$ cat src/rtl/instruction_fetch_unit.sv
// Instruction fetch unit: owns the program counter, addresses the
// combinational instruction memory and captures the returned word into the
// IF/ID pipeline register. It handles the memory load phase, stalls, EX-stage
// redirects, a halt encoding and illegal redirect targets.
//
// Optional feature: define IFU_PERF_CNT_EN to add the fetch_count output,
// which counts every instruction captured into IF/ID as valid.
module instruction_fetch_unit #(
  parameter logic [31:0] RESET_PC   = 32'd0,
  parameter logic [31:0] ADDR_LIMIT = 32'd256,
  parameter logic [31:0] HALT_WORD  = 32'hFFFF_FFFF
) (
  input  logic        clk,
  input  logic        rst_n,
  input  logic        start,
  input  logic        stall,
  input  logic        branch_taken,
  input  logic [31:0] branch_target,
  output logic [31:0] imem_address,
  input  logic [31:0] imem_instruction,
  output logic [31:0] if_id_pc,
  output logic [31:0] if_id_instruction,
  output logic        if_id_valid,
`ifdef IFU_PERF_CNT_EN
  output logic [31:0] fetch_count,
`endif
  output logic        halted,
  output logic        fault
);

  typedef enum logic [1:0] {
    S_LOAD,
    S_RUN,
    S_HALTED,
    S_FAULT
  } state_t;

  state_t      r_state;
  state_t      w_stateNext;
  logic [31:0] r_pc;
  logic [31:0] w_pcNext;
  logic [31:0] r_ifIdPc;
  logic [31:0] r_ifIdInstruction;
  logic        r_ifIdValid;
  logic        w_validNext;
  logic        w_capture;
  logic        w_targetBad;
  logic        w_isHalt;
  logic [31:0] w_pcInc;

  // A redirect is illegal if it is not word aligned or lies past the memory.
  assign w_targetBad = (branch_target[1:0] != 2'b00) || (branch_target >= ADDR_LIMIT);
  assign w_isHalt    = (imem_instruction == HALT_WORD);
  // ADDR_LIMIT is a power of two, so masking gives the wrap to address 0.
  assign w_pcInc     = (r_pc + 32'd4) & (ADDR_LIMIT - 32'd1);

  assign imem_address      = r_pc;
  assign if_id_pc          = r_ifIdPc;
  assign if_id_instruction = r_ifIdInstruction;
  assign if_id_valid       = r_ifIdValid;

  // State register.
  always_ff @(posedge clk or negedge rst_n) begin
    if (!rst_n) begin
      r_state <= S_LOAD;
    end else begin
      r_state <= w_stateNext;
    end
  end

  // Next-state logic: start beats redirect, redirect beats stall.
  always_comb begin
    w_stateNext = r_state;
    if (start) begin
      w_stateNext = S_LOAD;
    end else begin
      case (r_state)
        S_LOAD: begin
          w_stateNext = S_RUN;
        end
        S_RUN: begin
          if (branch_taken) begin
            w_stateNext = w_targetBad ? S_FAULT : S_RUN;
          end else if (!stall && w_isHalt) begin
            w_stateNext = S_HALTED;
          end
        end
        S_HALTED: begin
          if (branch_taken) begin
            w_stateNext = w_targetBad ? S_FAULT : S_RUN;
          end
        end
        S_FAULT: begin
          w_stateNext = S_FAULT;
        end
        default: begin
          w_stateNext = S_LOAD;
        end
      endcase
    end
  end

  // Output decode of the state register.
  always_comb begin
    halted = (r_state == S_HALTED);
    fault  = (r_state == S_FAULT);
  end

  // Datapath control: next PC, whether IF/ID captures, and the next valid bit.
  always_comb begin
    w_pcNext    = r_pc;
    w_capture   = 1'b0;
    w_validNext = r_ifIdValid;
    if (start) begin
      w_pcNext    = RESET_PC;
      w_validNext = 1'b0;
    end else begin
      case (r_state)
        S_LOAD: begin
          w_validNext = 1'b0;
        end
        S_RUN, S_HALTED: begin
          if (branch_taken) begin
            w_validNext = 1'b0;
            if (!w_targetBad) begin
              w_pcNext = branch_target;
            end
          end else if (r_state == S_HALTED) begin
            w_validNext = 1'b0;
          end else if (!stall) begin
            w_capture   = 1'b1;
            w_validNext = 1'b1;
            if (!w_isHalt) begin
              w_pcNext = w_pcInc;
            end
          end
        end
        S_FAULT: begin
          w_validNext = 1'b0;
        end
        default: begin
          w_validNext = 1'b0;
        end
      endcase
    end
  end

  // Program counter register.
  always_ff @(posedge clk or negedge rst_n) begin
    if (!rst_n) begin
      r_pc <= RESET_PC;
    end else begin
      r_pc <= w_pcNext;
    end
  end

  // IF/ID pipeline register; data only moves on a capture, valid every edge.
  always_ff @(posedge clk or negedge rst_n) begin
    if (!rst_n) begin
      r_ifIdPc          <= 32'd0;
      r_ifIdInstruction <= 32'd0;
      r_ifIdValid       <= 1'b0;
    end else begin
      r_ifIdValid <= w_validNext;
      if (w_capture) begin
        r_ifIdPc          <= r_pc;
        r_ifIdInstruction <= imem_instruction;
      end
    end
  end

`ifdef IFU_PERF_CNT_EN
  logic [31:0] r_fetchCount;

  assign fetch_count = r_fetchCount;

  // Fetch counter: cleared during the load phase, bumped on each valid capture.
  always_ff @(posedge clk or negedge rst_n) begin
    if (!rst_n) begin
      r_fetchCount <= 32'd0;
    end else if (start) begin
      r_fetchCount <= 32'd0;
    end else if (w_capture) begin
      r_fetchCount <= r_fetchCount + 32'd1;
    end
  end
`endif

endmodule
$ cat config.mk
export PLATFORM = sky130hd
export DESIGN_NAME = instruction_fetch_unit
export DESIGN_NICKNAME = d
export VERILOG_FILES = /design/src/rtl/instruction_fetch_unit.sv
export SDC_FILE = /design/constraint.sdc
export NUM_CORES = 1
export LEC_CHECK = 0
export CORE_MARGIN = 3
export CORE_UTILIZATION = 40
export CTS_BUF_LIST = sky130_fd_sc_hd__clkbuf_16
export DETAILED_ROUTE_END_ITERATION = 8
export PLACE_DENSITY_LB_ADDON = 0.15
export SYNTH_ARGS = -nofsm -noshare
export SYNTH_HDL_FRONTEND = slang
export SYNTH_SLANG_ARGS = --single-unit
$ cat constraint.sdc
create_clock -name clk -period 2.2 [get_ports clk]
set_input_delay 0.44 -clock clk [delete_from_list [all_inputs] [get_ports clk]]
set_output_delay 0.44 -clock clk [all_outputs]
set_load 0.05 [all_outputs]
# After elaboration in Yosys (flattened, before gate mapping)

Index checks and enable logic that the tools add are counted.
W data, S select, Z words.

Register bits after elaboration: 99
Output and inout bits: 99
Logic and storage cells: 50

Add/subtract/negate cells: 1
$lt $le $gt $ge: 1
Equality and inequality tests: 10
Multiplexer cells: 23
Reduce and logical (&&, ||, !) cells: 10

Operators by type and width:

| kind                   | number |
|---|---|
| $mux W32               | 7 |
| $eq A32 B32 Y1 const B | 1 |
| $ge A32 B9 Y1 const B  | 1 |
| $mux W2                | 5 |
| $mux W1                | 9 |
| $ne A3 B3 Y1 const B   | 3 |
| $add A8 B3 Y8 const B  | 1 |
| $pmux W2 S4            | 1 |
| $ne A5 B5 Y1 const B   | 1 |
| $reduce_and A5 Y1      | 1 |
| $eq A2 B2 Y1 const B   | 2 |
| $ne A4 B4 Y1 const B   | 1 |
| $reduce_bool A2 Y1     | 2 |
| $reduce_or A2 Y1       | 2 |
| $ne A3 B2 Y1 const B   | 1 |
| $eq A2 B1 Y1 const B   | 1 |
| $logic_not A2 Y1       | 1 |
| $pmux W1 S2            | 1 |
| $reduce_and A2 Y1      | 1 |
| $logic_and A1 B1 Y1    | 1 |
| $logic_not A1 Y1       | 1 |
| $logic_or A1 B1 Y1     | 1 |

# Longest topological paths before layout

Gate-level depths: netlist (run 1).

Depth in word-level cells: 7
Gate-level depth with buffers: 8
Gate-level depth less buffers: 7

# Worst setup path before layout (run 1)

No wires, ideal clock.

Path type: register to register
From: register r_state[0]
To: register r_ifIdInstruction[0], in the netlist if_id_instruction[0]
Library setup time: 0.125 ns
Data arrival time: 2.200 ns
Required time: 2.075 ns
Path slack: -0.125 ns
Stages on the path, launching flop included: 8
Path buffers: 2
Cells stage by stage: dfrtp_1 -> inv_1 -> ha_1 -> nor2_1 -> nand3_1 -> buf_1 -> buf_2 -> mux2_2

Cells in the longest elaborated chain, start to end: 5
Elaborated cells on any way between the ends: 7
Classes of those cells: 2 x eq/ne; 4 x mux; 1 x reduce/logical

RTL lines:

| element                | RTL line | RTL |
|---|---|---|
| start, declared        | 38       | `state_t r_state;` |
| start signal, assigned | 67       | `r_state <= w_stateNext;` |
| $eq A2 B2 Y1 (*)       | --       |  |
| net halted             | 27       | `output logic halted,` |
| $mux W1                | 128      | `end else if (r_state == S_HALTED) begin` |
| $mux W1                | 123      | `if (branch_taken) begin` |
| $mux W1 (*)            | 118      | `case (r_state)` |
| $mux W1 (*)            | 114      | `if (start) begin` |
| end signal, assigned   | 167      | `r_ifIdInstruction <= imem_instruction;` |
| end, declared          | 43       | `logic [31:0] r_ifIdInstruction;` |

The timed path passes the listed nets; every way through them passes the cells marked *.
A chain may end at the register's enable or synchronous reset.

# Worst setup path after layout (run 1)

From: register r_pc[5], in the netlist imem_address[5]
To: output imem_address[5]

RTL lines:

| element                | RTL line | RTL |
|---|---|---|
| start, declared        | 40       | `logic [31:0] r_pc;` |
| start signal, assigned | 153      | `r_pc <= w_pcNext;` |
| end, declared          | 19       | `output logic [31:0] imem_address,` |

No word-level cell between the ends.

==> results.py, run 1 <==
metrics = {
    "critical_path": {
        "worstSetupPathDepth": 1,
        "r2r_cells": 6,
        "r2r_start": "r_state[0]$_DFFE_PN0P_",
        "crit_path_cell_trace": "clkdlybuf4s50_1",
        "slowest_delay_ps": 860,
        "slowest_stage": "clkdlybuf4s50_1",
        "crit_path_end_kind": "output port",
        "crit_type": "reg2out",
        "cp_top_family": "buffers and inverters",
        "critPathBufInv": 1,
        "arrival_ps": 1670,
        "crit_path_start": "imem_address[5]$_DFFE_PN0P_",
        "crit_end": "imem_address[5]",
        "reg2reg_to": "imem_address[3]$_DFFE_PN0P_",
        "r2r_setup_slack_ps": 230,
        "crit_fanout": 7,
        "startpoint_type": "flip-flop",
        "critical_path_required_ps": 1760,
    },
    "timing": {
        "relSlewSlack_pct": 63.1,
        "fin_crit_ps": 2110,
        "slew_violations": 0,
        "fmax_mhz": 474,
        "rsz0062_at_grt": "false",
        "hold_viol": 0,
        "fin_crit_sh_pct": 95.9,
        "finalClockSkew_ps": 5.77,
        "setup_viol": 0,
        "holdWs_ps": 14.9,
        "tightest_slew_ps": 553,
    },
    "final_layout": {
        "syn_to_final_growth_pct": 57.5,
        "finalInstanceArea_um2": 6450,
        "utilization_pct": 65.4,
        "nNetsFinal": 566,
        "fill_cells": 774,
        "regArea_um2": 2480,
        "multi_input_area_um2": 1570,
        "drive_gt1_share_pct": 24.7,
        "fin_cells": 630,
        "diodes": 0,
    },
    "synth": {
        "seq_area_frac_synth_pct": 60.4,
        "yosys-top-cells-count": "99 x dfrtp_1, 64 x mux2_2, 27 x and2_1",
        "synth_cells": 299,
        "synth_top_area_share_pct": 60.4,
        "ys_types": 39,
        "synth_nets": 373,
        "ys.flop_type": "dfrtp_1",
        "synth_edf_count": 0,
        "yosys_warnings": 0,
        "synth_seq_cells": 99,
        "synth.area.top_cells": "dfrtp_1 60%, mux2_2 18%, and2_1 4.1%",
        "async_flop_share_pct": 100,
        "yosys.area.top_type": "dfrtp_1",
        "mappedNetlistArea_um2": 4100,
        "synth_area_per_cell_um2": 13.7,
        "synth_most_common_cell": "dfrtp_1",
    },
    "clock_tree": {
        "clockBufferDepth": 2,
        "htree_levels": 3,
        "cts_sinks": 99,
        "root_buffer": "clkbuf_16",
        "cts_made_buffers": 9,
        "clk_pin_slew_ps": 70,
        "cts_hold_buf": 0,
        "clk-insertion-delay-late_ps": 330,
        "cts_tree": "done",
    },
    "power": {
        "vdd_drop_max_uv": 547,
        "leakage_nw": 2.85,
        "power.density_nw_per_um2": 1060,
    },
    "place": {
        "gp_congestion": 0.818,
        "numPortBuffers": 167,
        "post_dp_cell_area_um2": 6120,
        "dp_cells": 614,
        "hpwl_um": 7700,
    },
    "detailed_routing": {
        "via_per_inst": 4.95,
        "postRouteAntennaNets": 0,
        "drt_iter0_drc": 74,
        "drc_errors": 0,
        "dr.pass1.iters": 4,
        "num_vias": 3120,
        "routed_wirelength_um": 10500,
        "post_drt_wl_per_cell_um": 16.7,
    },
    "die": {
        "io_pins": 168,
        "dieArea_um2": 11500,
        "start_util_pct": 41.6,
        "dieHeight_um": 107,
        "die_width_um": 107,
        "core_area_um2": 9860,
        "core.rowCount": 36,
    },
    "status": {
        "status": "complete, no violations",
    },
    "global_routing": {
        "antenna_found_initial": 0,
        "grt_overflow_total": 0,
        "grt_pass1_wl_um": 16400,
        "track_usage_pct": 18.3,
        "grt_start_max_net_pins": 45,
        "grt_pass1_vias": 3307,
    },
    "job": {
        "drv_cap": 0,
    },
    "min_path": {
        "holdCritPathClass": "in2async",
    },
}
==> flip-flops by register name, indices dropped and copies added, names as in the netlist <==
name,count
if_id_instruction,32
if_id_pc,32
imem_address,32
r_state,2
if_id_valid,1
==> kinds of logic (layout without fill, tap and decap cells) <==
logic type               Yosys count  in the layout  share of synthesized area [%]
AO/OA/AOI/OAI                     22             22                           3.54
multiplexers                      66             66                           18.1
adder cells (fa/ha/maj)            5              5                           1.53
XOR/XNOR                           3              3                          0.641
buffers and inverters             17            215                           2.05
flip-flops                        99             99                           60.4
AND/OR/NAND/NOR                   87             87                           13.7
==> metrics by stage <==
stage	worst slack, ps	power, mW	setup TNS [ps]
6_report	89.5	6.83	0
5_1_grt	8.33	7.11	0
4_1_cts	45.2	6.89	0
3_5_place_dp	-262	5.19	-4820
3_3_place_gp	-294	5.15	-5200
2_1_floorplan	69.4	4.09	0
==> per-layer routing <==
metal / vias to the layer above / routed length, um / GRT usage, %
met2: 107 / 5080 / 30.2
met3: 8 / 1090 / 7.71
met4: 0 / 108 / 5.94
li1: 1457 / - / -
met5: - / 0 / 0
met1: 1548 / 4230 / 21.5
==> final cells by class <==
class,instances,share of cell area [%]
sequential,99,38.4
timing repair buffer,193,29.4
multi-input combinational,183,24.3
clock buffer,9,3.49
tap,133,2.58
clock inverter,7,1.53
inverter,6,0.349
==> cell usage in the layout (no fill, tap or decap), types with 8 or more instances in the layout <==
master / synthesis / routed
clkdlybuf4s50_1: 0 / 164
dfrtp_1: 99 / 99
mux2_2: 64 / 64
and2_1: 27 / 27
buf_4: 0 / 26
nand2_1: 13 / 13
clkbuf_16: 0 / 9
nand4_1: 8 / 8
o21ai_0: 8 / 8
==> power by group <==
group	switching, mW	leakage (nW)	internal, mW
Sequential	0.181	1.32	2.16
Clock	0.693	0.152	1.00
Combinational	1.72	1.38	1.07
Total	2.60	2.85	4.23
==> repair_timing <==
item	CTS	global route
endpoints found under the setup margin	0	3
endpoints found under the hold margin	0	0
gates resized for setup	0	2
setup buffers	0	0
==> how the worst min path moves through the flow <==
stage,endpoint,from,cells after the start
2_1_floorplan,if_id_instruction[0]$_DFFE_PN0P_,rst_n,0
3_3_place_gp,if_id_pc[0]$_DFFE_PN0P_,rst_n,1
3_5_place_dp,imem_address[1]$_DFFE_PN0P_,rst_n,1
4_1_cts,if_id_instruction[7]$_DFFE_PN0P_,rst_n,1
5_1_grt,if_id_instruction[12]$_DFFE_PN0P_,rst_n,1
6_report,if_id_instruction[7]$_DFFE_PN0P_,rst_n,1
Power figures use the tool's default switching activity.
==> run 2, diff against run 1 <==
--- a/config.mk
+++ b/config.mk
@@ -8,6 +8,7 @@
 export CORE_MARGIN = 3
 export CORE_UTILIZATION = 40
 export CTS_BUF_LIST = sky130_fd_sc_hd__clkbuf_16
+export CTS_CLUSTER_DIAMETER = 50
 export DETAILED_ROUTE_END_ITERATION = 8
 export PLACE_DENSITY_LB_ADDON = 0.15
 export SYNTH_ARGS = -nofsm -noshare
==> constraint.sdc (replaced) <==
create_clock -name clk -period 2.3 [get_ports clk]
set_input_delay 0.46 -clock clk [delete_from_list [all_inputs] [get_ports clk]]
set_output_delay 0.46 -clock clk [all_outputs]
set_load 0.05 [all_outputs]
==> results.py, run 2 (synthesis gave the netlist of run 1 again) <==
metrics = {
    "timing": {
        "tightest_slew_ps": 547,
        "slew_violations": 0,
        "setup_viol": 0,
        "layout_setup_ws_ps": 133,
        "fmax_mhz": 461,
        "finalClockSkew_ps": 9.67,
        "fin_crit_ps": 2170,
        "holdWs_ps": 46.6,
        "fin_crit_sh_pct": 94.2,
        "relSlewSlack_pct": 63.4,
        "hold_viol": 0,
        "rsz0062_at_grt": "false",
    },
    "die": {
        "dieHeight_um": 107,
        "start_util_pct": 41.6,
        "core.rowCount": 36,
        "die_width_um": 107,
        "core_area_um2": 9860,
        "dieArea_um2": 11500,
        "io_pins": 168,
    },
    "detailed_routing": {
        "num_vias": 3056,
        "drt_iter0_drc": 105,
        "via_per_inst": 4.91,
        "dr.pass1.iters": 4,
        "post_drt_wl_per_cell_um": 16.7,
        "routed_wirelength_um": 10400,
        "drc_errors": 0,
        "postRouteAntennaNets": 0,
    },
    "clock_tree": {
        "clockBufferDepth": 2,
        "cts_hold_buf": 0,
        "clk-insertion-delay-late_ps": 340,
        "htree_levels": 3,
        "cts_setup_buffers": 0,
        "cts_made_buffers": 9,
        "clk_pin_slew_ps": 70,
        "cts_tree": "done",
        "root_buffer": "clkbuf_16",
        "cts_sinks": 99,
        "cts_resized": 0,
    },
    "critical_path": {
        "crit_path_end_kind": "flip-flop",
        "startpoint_type": "primary input",
        "arrival_ps": 2400,
        "crit_fanout": 3,
        "crit_type": "in2reg",
        "critical_path_required_ps": 2530,
    },
    "place": {
        "dp_cells": 607,
        "gp_congestion": 0.802,
        "hpwl_um": 7780,
        "numPortBuffers": 167,
        "post-place-ws_ps": -214,
    },
    "min_path": {
        "holdCritPathClass": "in2async",
    },
    "global_routing": {
        "grt_overflow_total": 0,
        "grt_pass1_wl_um": 16700,
        "track_usage_pct": 18.6,
        "antenna_found_initial": 0,
        "grt_start_max_net_pins": 34,
        "grt_pass1_vias": 3327,
    },
    "final_layout": {
        "fin_cells": 623,
        "nNetsFinal": 559,
        "fill_cells": 746,
        "regArea_um2": 2480,
        "final_cell_mix": "164 x clkdlybuf4s50_1, 99 x dfrtp_1, 64 x mux2_2",
        "syn_to_final_growth_pct": 54.7,
        "final_common_cell": "clkdlybuf4s50_1",
        "multi_input_area_um2": 1550,
        "drive_gt1_share_pct": 23.5,
        "diodes": 0,
    },
    "job": {
        "drv_cap": 0,
    },
    "power": {
        "total_power_mw": 6.29,
        "vdd_drop_max_uv": 407,
        "power.density_nw_per_um2": 992,
        "leakage_nw": 2.82,
    },
    "status": {
        "status": "complete, no violations",
    },
}
==> run 2: changes by cell type in the layout (fill, tap and decap cells not counted), sizes merged <==
cell | before | now
inv | 8 | 9
bufinv | 2 | 0
dlymetal6s2s | 0 | 1
buf | 29 | 21
clkinv | 1 | 2
==> run 2: per-layer routing <==
layer,wire length [um],global-route usage (%)
met4,96,6.48
met1,4320,22.9
met3,899,6.38
met5,0,0
met2,5100,30.6
==> run 2: area by class of cell <==
type,instances,share of cell area (%)
sequential,99,39.1
multi-input combinational,183,24.5
clock buffer,9,3.55
tap,133,2.62
clock inverter,7,0.947
inverter,6,0.355
timing repair buffer,186,29.0
==> run 2: where the power goes <==
part	internal, mW	switching, mW
clock network	0.752	0.670
registers	2.06	0.172
logic	0.998	1.64
total	3.81	2.48
==> run 2: metrics by stage <==
step | TNS [ps] | util, % | instance area (um2)
after floorplan | 0 | - | 4100
after global placement | -3640 | 61.4 | 6050
after detailed placement | -3110 | 61.4 | 6050
after CTS | 0 | 64.3 | 6340
after global routing | 0 | 64.3 | 6340
final | 0 | 64.3 | 6340
==> run 2: worst paths after layout <==
kind | from | to | slack [ps] | depth (start not counted)
setup / recovery | branch_target[20] | imem_address[3]$_DFFE_PN0P_ | 130 | 6
hold / removal | rst_n | if_id_pc[1]$_DFFE_PN0P_ | 50 | 1
setup reg to reg | r_state[1]$_DFFE_PN0P_ | imem_address[3]$_DFFE_PN0P_ | 220 | 6
hold reg to reg | if_id_pc[3]$_DFFE_PN0P_ | if_id_pc[3]$_DFFE_PN0P_ | 490 | 2
max in group asynchronous | rst_n | imem_address[20]$_DFFE_PN0P_ | 1600 | 2
min in group clk | if_id_pc[3]$_DFFE_PN0P_ | if_id_pc[3]$_DFFE_PN0P_ | 490 | 2
==> run 2: critical path, cell delays in order <==
cell and delay (ps):
clkdlybuf4s50_1 420, nor4_2 330, nand4_2 200, or4_4 550, or3_1 360, o311ai_1 80
==> RTL change (config.mk and constraints of run 2) <==
Add a define of `IFU_PERF_CNT_EN`.
--- a/src/rtl/instruction_fetch_unit.sv
+++ b/src/rtl/instruction_fetch_unit.sv
@@ -5,6 +5,8 @@
 //
 // Optional feature: define IFU_PERF_CNT_EN to add the fetch_count output,
 // which counts every instruction captured into IF/ID as valid.
+`define IFU_PERF_CNT_EN
+
 module instruction_fetch_unit #(
   parameter logic [31:0] RESET_PC   = 32'd0,
   parameter logic [31:0] ADDR_LIMIT = 32'd256,
Behaviour (old outputs only; new: fetch_count): unchanged (Yosys induction, for registers that start in step).
==> RTL change against run 2 <==
Area after synthesis is 38% higher. Total power is 41% higher. Maximum frequency is 4.5% lower. Critical endpoint is now imem_address[2]. Setup slack worse by 0.10 ns. Final area is 38% higher. Wire length is 49% higher. Worst hold slack worse by 0.043 ns. Sequential cell count is 32 higher. Count of clock-buffer cells in the layout is 8 higher. Clock skew is 0.0032 ns higher.
==> RTL change: results (changes against run 2) <==
stage	metric	value	unit	change
outcome	run status	complete, no violations		
placement	GPL Wtd Cong	0.830		+3.5%
routing	DR WL/cell	17.7	um	+5.9%
synthesis	largest family of logic cells by synthesized area	simple AND/OR/NAND/NOR gates		
worst_setup_path	crit-path max cell delay	0.88	ns	+0.33 ns
power_and_ir_drop	Switching Share	35.5	%	-3.9 points
clocking	Clock Latency Late Sink	0.41	ns	+0.07 ns
synthesis	sequential cell area fraction in the yosys report	57.9	%	-2.5 points
worst_setup_path	flop-to-flop setup slack	0.08	ns	-0.14 ns
grt	GRT Overall Usage	20.3	%	+1.7 points
routing	vias per std cell	5.12		+4.3%
finish	filler cell count	1051		+41%
synthesis	Synthesized Nets	527		+41%
grt	vias in the first global route	4855		+46%
placement	number of port buffers	199		+19%
worst_setup_path	Crit Reg-Reg Startpoint	r_state[0]		
power_and_ir_drop	clock network fraction of design power	31.4	%	+8.8 points
grt	largest net degree at the start of global routing	66		+94%
synthesis	Synth Area in XOR/XNOR	4.02	%	+3.4 points
timing	FMAX	441	MHz	-4.5%
synthesis	top cells by area, synth	dfrtp_1, mux2_2, xnor2_1		
synthesis	Yosys cell types	46		+18%
grt	first-pass GRT wire length	25.5	mm	+52%
worst_setup_path	Critical R2R Capture	fetch_count[30]		
worst_setup_path	R2R depth	7		+1
worst_setup_path	CP Data Arrival Time	1.81	ns	-0.59 ns
clocking	Worst-path clk slew	0.05	ns	-0.02 ns
timing	clk_skew	0.0129	ns	+0.00318 ns
worst_setup_path	Worst Setup SP	imem_address[2]		
placement	detailed placement HPWL	11.4	mm	+46%
placement	pre-CTS setup slack	-0.394	ns	-0.181 ns
worst_setup_path	slowest CP cell	clkdlybuf4s50_1		
timing	Min Hold Slack	0.00382	ns	-0.0428 ns
power_and_ir_drop	Comb pwr share	35.7	%	-6.2 points
power_and_ir_drop	P_leak	3.76	nW	+33%
worst_setup_path	Top Family by Delay on Critical Path	buffers and inverters		
clocking	Num CTS Buffers	17		+8
synthesis	adder-cell share of the synthesized area	1.33	%	-0.20 points
synthesis	Synth top cells by count	dfrtp_1, mux2_2, nor2_1		
finish	nets	762		+36%
timing	Worst slew margin	61.6	%	-1.8 points
power_and_ir_drop	Seq. pwr	2.91	mW	+30%
worst_setup_path	Worst Setup EP	imem_address[2]		
synthesis	area fraction in compound gates after synthesis	4.51	%	+0.97 points
worst_setup_path	peak fanout along the critical path	9		+6
finish	layout cells sized above 1	22.9	%	-0.58 points
RTL change: cell type report:
class,count,share of cell area (%)
Sequential cell,131,37.4
Tap cell,176,2.51
Multi-Input combinational cell,294,26.4
Timing Repair Buffer,233,26.2
Inverter,10,0.428
Clock inverter,14,2.13
Clock buffer,17,4.85
RTL change: worst register-to-register path, delay by kind of cell (launching register included):
| family | cells | cell delay, ns |
|---|---|---|
| DFF | 1 | 0.40 |
| buffers and inverters | 1 | 0.08 |
| adders and majority gates | 1 | 0.30 |
| and+or+nand+nor | 5 | 1.39 |
RTL change: metal layers:
metal / global-route usage, % / routed length [um]
met3: 7.12 / 1150
met2: 34.5 / 7990
met1: 24.3 / 6130
met5: 0 / 0
met4: 6.31 / 218
RTL change: per-stage QoR:
stage	util (%)	area (um2)	cells	TNS (ns)
after CTS	64.3	8720	872	0
final	64.7	8770	875	0
after detailed placement	59.8	8110	841	-15.60
after global placement	59.8	8110	841	-14.23
after floorplan	-	5700	452	-0.0316
after global routing	64.7	8770	875	-0.128
